$ cat src/rtl/ser_pkg.sv
// Shared definitions for the frame serializer and its deserializer peer.
// - ser_state_t        : serializer FSM states
// - DefaultSyncW/Pattern: sync word both ends must agree on
// - ParBits            : 1 when FRAME_SERIALIZER_PARITY_EN is defined, else 0
// - frame_cycles()     : clk cycles spanned by one frame (sync + data + parity)
package ser_pkg;

  typedef enum logic [2:0] {
    StIdle,
    StSync,
    StData,
    StPar,
    StGap
  } ser_state_t;

  localparam int unsigned DefaultSyncW = 8;
  localparam logic [DefaultSyncW-1:0] DefaultSyncPattern = 8'hA5;

`ifdef FRAME_SERIALIZER_PARITY_EN
  localparam int unsigned ParBits = 1;
`else
  localparam int unsigned ParBits = 0;
`endif

  function automatic int unsigned frame_cycles(input int unsigned sync_w,
                                               input int unsigned data_w,
                                               input int unsigned bit_div);
    return (sync_w + data_w + ParBits) * bit_div;
  endfunction

endpackage

$ cat src/rtl/ser_bit_timer.sv
// Serial bit timer: counts 0..BIT_DIV-1 while enabled, held at 0 while cleared.
// Ports:
//   clk_i, rst_i   : clock, asynchronous active-high reset
//   clr_i          : force count to 0 (takes priority over en_i)
//   en_i           : advance the count
//   bit_start_o    : count is 0 (first cycle of a bit)
//   bit_end_o      : count is BIT_DIV-1 (last cycle of a bit)
module ser_bit_timer #(
  parameter int unsigned BIT_DIV = 4
) (
  input  logic clk_i,
  input  logic rst_i,
  input  logic clr_i,
  input  logic en_i,
  output logic bit_start_o,
  output logic bit_end_o
);

  localparam int unsigned CntW = (BIT_DIV > 1) ? $clog2(BIT_DIV) : 1;

  logic [CntW-1:0] count_q, count_d;
  logic            last;

  assign last        = (count_q == CntW'(BIT_DIV - 1));
  assign bit_start_o = (count_q == '0);
  assign bit_end_o   = last;

  always_comb begin
    count_d = count_q;
    if (clr_i) begin
      count_d = '0;
    end else if (en_i) begin
      count_d = last ? '0 : count_q + CntW'(1);
    end
  end

  always_ff @(posedge clk_i or posedge rst_i) begin
    if (rst_i) begin
      count_q <= '0;
    end else begin
      count_q <= count_d;
    end
  end

endmodule

$ cat src/rtl/frame_serializer.sv
// Frame serializer: takes parallel words over valid/ready and sends each as a
// serial frame: SYNC_PATTERN (MSB first), data word (MSB first), optional even
// parity bit, then GAP_BITS idle bits at line level 0.
// Optional feature macro: FRAME_SERIALIZER_PARITY_EN (adds the parity bit).
// Ports:
//   clk, reset   : clock, asynchronous active-high reset
//   en           : allows new frames to start; running frames always finish
//   s_data/s_valid/s_ready : input word handshake into a one-word holding register
//   ser_dout     : registered serial data
//   ser_frame    : high for every sync/data/parity bit
//   ser_bit_stb  : pulse on the first cycle of each frame bit
//   busy         : FSM active or holding register full
//   frame_cnt    : completed frames, wrapping
module frame_serializer
  import ser_pkg::*;
#(
  parameter int unsigned DATA_W = 16,
  parameter int unsigned SYNC_W = DefaultSyncW,
  parameter logic [SYNC_W-1:0] SYNC_PATTERN = DefaultSyncPattern,
  parameter int unsigned BIT_DIV = 4,
  parameter int unsigned GAP_BITS = 2,
  parameter int unsigned CNT_W = 16
) (
  input  logic              clk,
  input  logic              reset,
  input  logic              en,
  input  logic [DATA_W-1:0] s_data,
  input  logic              s_valid,
  output logic              s_ready,
  output logic              ser_dout,
  output logic              ser_frame,
  output logic              ser_bit_stb,
  output logic              busy,
  output logic [CNT_W-1:0]  frame_cnt
);

  localparam int unsigned ShW     = SYNC_W + DATA_W;
  localparam int unsigned MaxSD   = (SYNC_W > DATA_W) ? SYNC_W : DATA_W;
  localparam int unsigned MaxBits = (MaxSD > GAP_BITS) ? MaxSD : GAP_BITS;
  localparam int unsigned IdxW    = $clog2(MaxBits + 1);

  ser_state_t        state_q, state_d;
  logic [DATA_W-1:0] hold_q, hold_d;
  logic              hold_full_q, hold_full_d;
  logic              s_ready_q, s_ready_d;
  logic [ShW-1:0]    sh_q, sh_d;
  logic              dout_q, dout_d;
  logic              frame_q, frame_d;
  logic [IdxW-1:0]   idx_q, idx_d;
  logic [CNT_W-1:0]  cnt_q, cnt_d;
`ifdef FRAME_SERIALIZER_PARITY_EN
  logic              par_q, par_d;
`endif

  logic           bit_start, bit_end;
  logic           accept, load, end_frame, go_next;
  logic [ShW-1:0] frame_bits;

  ser_bit_timer #(
    .BIT_DIV(BIT_DIV)
  ) u_bit_timer (
    .clk_i      (clk),
    .rst_i      (reset),
    .clr_i      (state_q == StIdle),
    .en_i       (1'b1),
    .bit_start_o(bit_start),
    .bit_end_o  (bit_end)
  );

  assign frame_bits = {SYNC_PATTERN, hold_q};

  always_comb begin
    state_d     = state_q;
    hold_d      = hold_q;
    hold_full_d = hold_full_q;
    sh_d        = sh_q;
    dout_d      = dout_q;
    frame_d     = frame_q;
    idx_d       = idx_q;
    cnt_d       = cnt_q;
`ifdef FRAME_SERIALIZER_PARITY_EN
    par_d       = par_q;
`endif
    // s_ready_q high implies the holding register is empty, so accept and
    // load (which needs it full) are mutually exclusive.
    accept      = s_valid & s_ready_q;
    load        = 1'b0;
    end_frame   = 1'b0;
    go_next     = 1'b0;

    unique case (state_q)
      StIdle: begin
        if (hold_full_q && en) load = 1'b1;
      end
      StSync: begin
        if (bit_end) begin
          dout_d = sh_q[ShW-1];
          sh_d   = sh_q << 1;
          if (idx_q == IdxW'(SYNC_W - 1)) begin
            state_d = StData;
            idx_d   = '0;
          end else begin
            idx_d = idx_q + IdxW'(1);
          end
        end
      end
      StData: begin
        if (bit_end) begin
          if (idx_q == IdxW'(DATA_W - 1)) begin
`ifdef FRAME_SERIALIZER_PARITY_EN
            state_d = StPar;
            dout_d  = par_q;
`else
            end_frame = 1'b1;
`endif
          end else begin
            dout_d = sh_q[ShW-1];
            sh_d   = sh_q << 1;
            idx_d  = idx_q + IdxW'(1);
          end
        end
      end
`ifdef FRAME_SERIALIZER_PARITY_EN
      StPar: begin
        if (bit_end) end_frame = 1'b1;
      end
`endif
      StGap: begin
        if (bit_end) begin
          if (idx_q == IdxW'(GAP_BITS - 1)) go_next = 1'b1;
          else idx_d = idx_q + IdxW'(1);
        end
      end
      default: state_d = StIdle;
    endcase

    if (end_frame) begin
      cnt_d   = cnt_q + CNT_W'(1);
      dout_d  = 1'b0;
      frame_d = 1'b0;
      idx_d   = '0;
      if (GAP_BITS > 0) state_d = StGap;
      else go_next = 1'b1;
    end

    if (go_next) begin
      if (hold_full_q && en) load = 1'b1;
      else state_d = StIdle;
    end

    // Load drives sync bit 0 on the same edge; the rest shifts out of sh_q.
    if (load) begin
      state_d = StSync;
      dout_d  = frame_bits[ShW-1];
      sh_d    = frame_bits << 1;
      frame_d = 1'b1;
      idx_d   = '0;
`ifdef FRAME_SERIALIZER_PARITY_EN
      par_d   = ^hold_q;
`endif
    end

    if (accept) begin
      hold_d      = s_data;
      hold_full_d = 1'b1;
    end else if (load) begin
      hold_full_d = 1'b0;
    end
    s_ready_d = ~hold_full_d;
  end

  always_ff @(posedge clk or posedge reset) begin
    if (reset) begin
      state_q     <= StIdle;
      hold_q      <= '0;
      hold_full_q <= 1'b0;
      s_ready_q   <= 1'b0;
      sh_q        <= '0;
      dout_q      <= 1'b0;
      frame_q     <= 1'b0;
      idx_q       <= '0;
      cnt_q       <= '0;
`ifdef FRAME_SERIALIZER_PARITY_EN
      par_q       <= 1'b0;
`endif
    end else begin
      state_q     <= state_d;
      hold_q      <= hold_d;
      hold_full_q <= hold_full_d;
      s_ready_q   <= s_ready_d;
      sh_q        <= sh_d;
      dout_q      <= dout_d;
      frame_q     <= frame_d;
      idx_q       <= idx_d;
      cnt_q       <= cnt_d;
`ifdef FRAME_SERIALIZER_PARITY_EN
      par_q       <= par_d;
`endif
    end
  end

  assign s_ready     = s_ready_q;
  assign ser_dout    = dout_q;
  assign ser_frame   = frame_q;
  assign ser_bit_stb = bit_start & frame_q;
  assign busy        = (state_q != StIdle) | hold_full_q;
  assign frame_cnt   = cnt_q;

endmodule

$ cat config.mk
export PLATFORM = sky130hd
export DESIGN_NAME = frame_serializer
export DESIGN_NICKNAME = d
export VERILOG_FILES = /design/src/rtl/ser_pkg.sv /design/src/rtl/ser_bit_timer.sv /design/src/rtl/frame_serializer.sv
export SDC_FILE = /design/constraint.sdc
export NUM_CORES = 1
export LEC_CHECK = 0
export CORE_UTILIZATION = 35
export CTS_CLUSTER_DIAMETER = 80
export CTS_CLUSTER_SIZE = 16
export DETAILED_ROUTE_END_ITERATION = 8
export HOLD_SLACK_MARGIN = 0.05
export SETUP_SLACK_MARGIN = 0.5
export SYNTH_ARGS = -nofsm -noshare
export SYNTH_HDL_FRONTEND = slang
export SYNTH_SLANG_ARGS = --single-unit
$ cat constraint.sdc
create_clock -name clk -period 2.29 [get_ports clk]
set_input_delay 0.3435 -clock clk [delete_from_list [all_inputs] [get_ports clk]]
set_output_delay 0.3435 -clock clk [all_outputs]
set_load 0.01 [all_outputs]
==> metrics.cfg <==
[sta]
setup_slack_ns=0.188
slew_headroom_pct=60.3
finalSetupViolCount=0
fmax_mhz=476
tightest_slew_ns=0.588
rsz0062_at_grt=true
finClkSkew_ns=0.0141
setup_tns_ns=0
period_share_pct=91.8
finalHoldViolations=0
period_needed_ns=2.10
maxSlewViolCount=0

[setup_path]
cpMaxStageDelayCell=dfrtp_1
crit_buf_inv=1
critPathMaxFanout=22
crit_required_ns=2.53
worst_ep_arrival_time_ns=2.34
start_kind=flip-flop
crit_path_frequent_cell=mux2_4
path_class=reg2reg
crit_path_end_kind=flip-flop
critical-path-top-delay-family=multiplexers
cpPeakStageDelay_ns=0.42
crit_chain=ha_2, and3_4, ha_4, nor3b_2, o21ai_2, buf_12, mux2_4, mux2_4

[global_routing]
grt_overflow=0
gr-usage-all-layers_pct=14.0
grt_max_degree=36
grt_antenna_before_repair=0
grt_pass1_vias=2245
grt_pass1_wl_microns=10600

[clock_network]
ctsHoldBuffers=0
clock_path_buffers=2
cts_tree=built
clock_latency_ns=0.35
path_clk_slew_ns=0.08
root_buffer=clkbuf_8
clock_sink_count=69
ctsHtreeMaxLevel=3
numCtsBuffers=9

[route]
drcViolationCount=2
via_count=2250
avgRoutedWirePerCell_microns=14.5
drt-initial-drc-count=91
avgViaCountPerCell=5.00
firstDrtPassIters=6
wl_microns=6550
ant_nets=0

[final_layout]
n_antenna_cell=0
final_cells=450
layout_commonest_cell=dfrtp_1
nNetsFinal=363
final_cell_mix=66 x dfrtp_1, 38 x clkdlybuf4s50_1, 37 x mux2_2, 22 x nand2_1, 19 x buf_4
area_growth_pct=36.0
drive_gt1_share_pct=34.8
final.fill_count=774

[pwr]
powerDensity_nw_per_um2=1060
p_leak_nw=2.01
ir_worst_vdd_v=0.000315
power.total_mw=4.67

[die]
coreArea_sq_um=8850
die_y_microns=98.4
dieWidth_microns=98.4
start_util_pct=36.8
num_rows=34
pin_count=41
die_area_sq_um=9680

[synth]
yosys-top-cells-area=dfrtp_1 53%, mux2_2 14%, nand2_1 2.7%, xnor2_1 2.4%, xor2_1 2.4%
synth_area_per_cell_sq_um=12.1
synth_top_area_cell=dfrtp_1
synth-edff-count=0
synth_flop_cell=dfrtp_1
syn_inst=269
synth_top_area_share_pct=53.1
yosysWarnings=0
async_reset_ff_share_pct=100
ys_seq_area_share_pct=53.1
synth_seq_cells=69
syn_nets=295
syn-cell-area_sq_um=3250
synthDistinctLibCells=45

[placement]
portBuffers=40
gp_congestion=0.832
placed_cells=416
place_ws_ns=0.188
hpwl_microns=4250

[hold_path]
hold_path_class=in2async

[run]
maxCapViolCount=0

[outcome]
violations=design-rule violations
run_status=finished, violations left

==> worst register-to-register path: cells and delay by family, from the launching register on <==
kind,cells,cell delay [ns]
muxes,2,0.56
DFF,1,0.42
adders and majority gates,2,0.37
and+or+nand+nor,2,0.37
buffers and inverters,1,0.18
AOI/OAI and AO/OA,1,0.10
==> metal layers <==
metal  up-vias  share of wire, %  routed length [microns]  global-route usage, %
met5         -                 0                        0                      0
met4         0               1.6                      104                   6.66
met3         7               2.3                      150                   3.08
met2        25                50                     3250                   22.8
met1      1137                46                     3040                   17.6
li1       1081                 -                        -                      -
==> final timing paths <==
check | from | end | slack [ns] | cells past startpoint
max | idx_q[1] | sh_q[3] | 0.19 | 8
min | reset | hold_q[7] | 0.38 | 2
max reg2reg | idx_q[1] | sh_q[3] | 0.19 | 8
min reg2reg | u_bit_timer.count_q[0] | u_bit_timer.count_q[0] | 0.47 | 1
max in group asynchronous | reset | idx_q[1] | 1.35 | 3
min in group clk | u_bit_timer.count_q[0] | u_bit_timer.count_q[0] | 0.47 | 1
==> per-stage QoR <==
stage | hold WS [ns] | utilization [%] | cell area [sq um]
after global routing | 0.415 | 50.0 | 4420
final | 0.376 | 50.0 | 4420
after CTS | 0.381 | 48.2 | 4270
after floorplan | 0.438 | - | 3310
after global placement | 0.456 | 43.7 | 3870
after detailed placement | 0.461 | 43.7 | 3870
==> state kept, by name, summed over array words and instances, names as in the netlist <==
signal and flops:
ser_dout 1, ser_frame 1, hold_full_q 1, s_ready 1
sh_q 23, hold_q 16, frame_cnt 16, state_q 3
u_bit_timer.count_q 2, idx_q 5
==> timing repair <==
action	in CTS	in global routing
endpoints found under the setup margin	43	45
pin swaps	9	11
gates resized for setup	28	13
gates cloned	0	1
endpoints found under the hold margin	0	0
setup buffers	5	12
==> synthesized netlist by cell type, types with 4 or more instances <==
cell,number
dfrtp_1,69
mux2_2,39
nand2_1,23
inv_1,14
nand3_1,13
nor2_1,12
xnor2_1,9
xor2_1,9
mux2i_1,7
nor3_1,7
ha_1,6
buf_2,5
mux2_4,5
and2_1,4
nor2b_1,4
==> report_power, final <==
group	total, mW	internal, mW	switching (mW)
clock	1.21	0.729	0.477
combinational	1.54	0.922	0.616
sequential	1.92	1.65	0.270
total	4.67	3.30	1.36
==> cell families (layout without fill, tap and decap cells) <==
| group | after synthesis | count (layout) | synth area share [%] |
|---|---|---|---|
| xor gates and xnor gates | 18 | 18 | 4.85 |
| muxes | 51 | 51 | 18.0 |
| DFF | 69 | 69 | 53.1 |
| buffers and inverters | 22 | 94 | 2.96 |
| AOI/OAI and AO/OA | 22 | 22 | 5.54 |
| and+or+nand+nor | 81 | 82 | 13.3 |
| adders and majority gates | 6 | 6 | 2.31 |
==> area by class of cell <==
class                   instances  area, sq um  share of cell area, %
clock buffers                   9          124                   2.80
well taps                     108          135                   3.06
flip-flops and latches         69         1730                   39.1
clock inverters                 7          121                   2.74
multi-input cells             179         1640                   37.0
inverters                      14         56.3                   1.27
repair buffers                 64          618                   14.0
(Power assumes the default switching activity.)
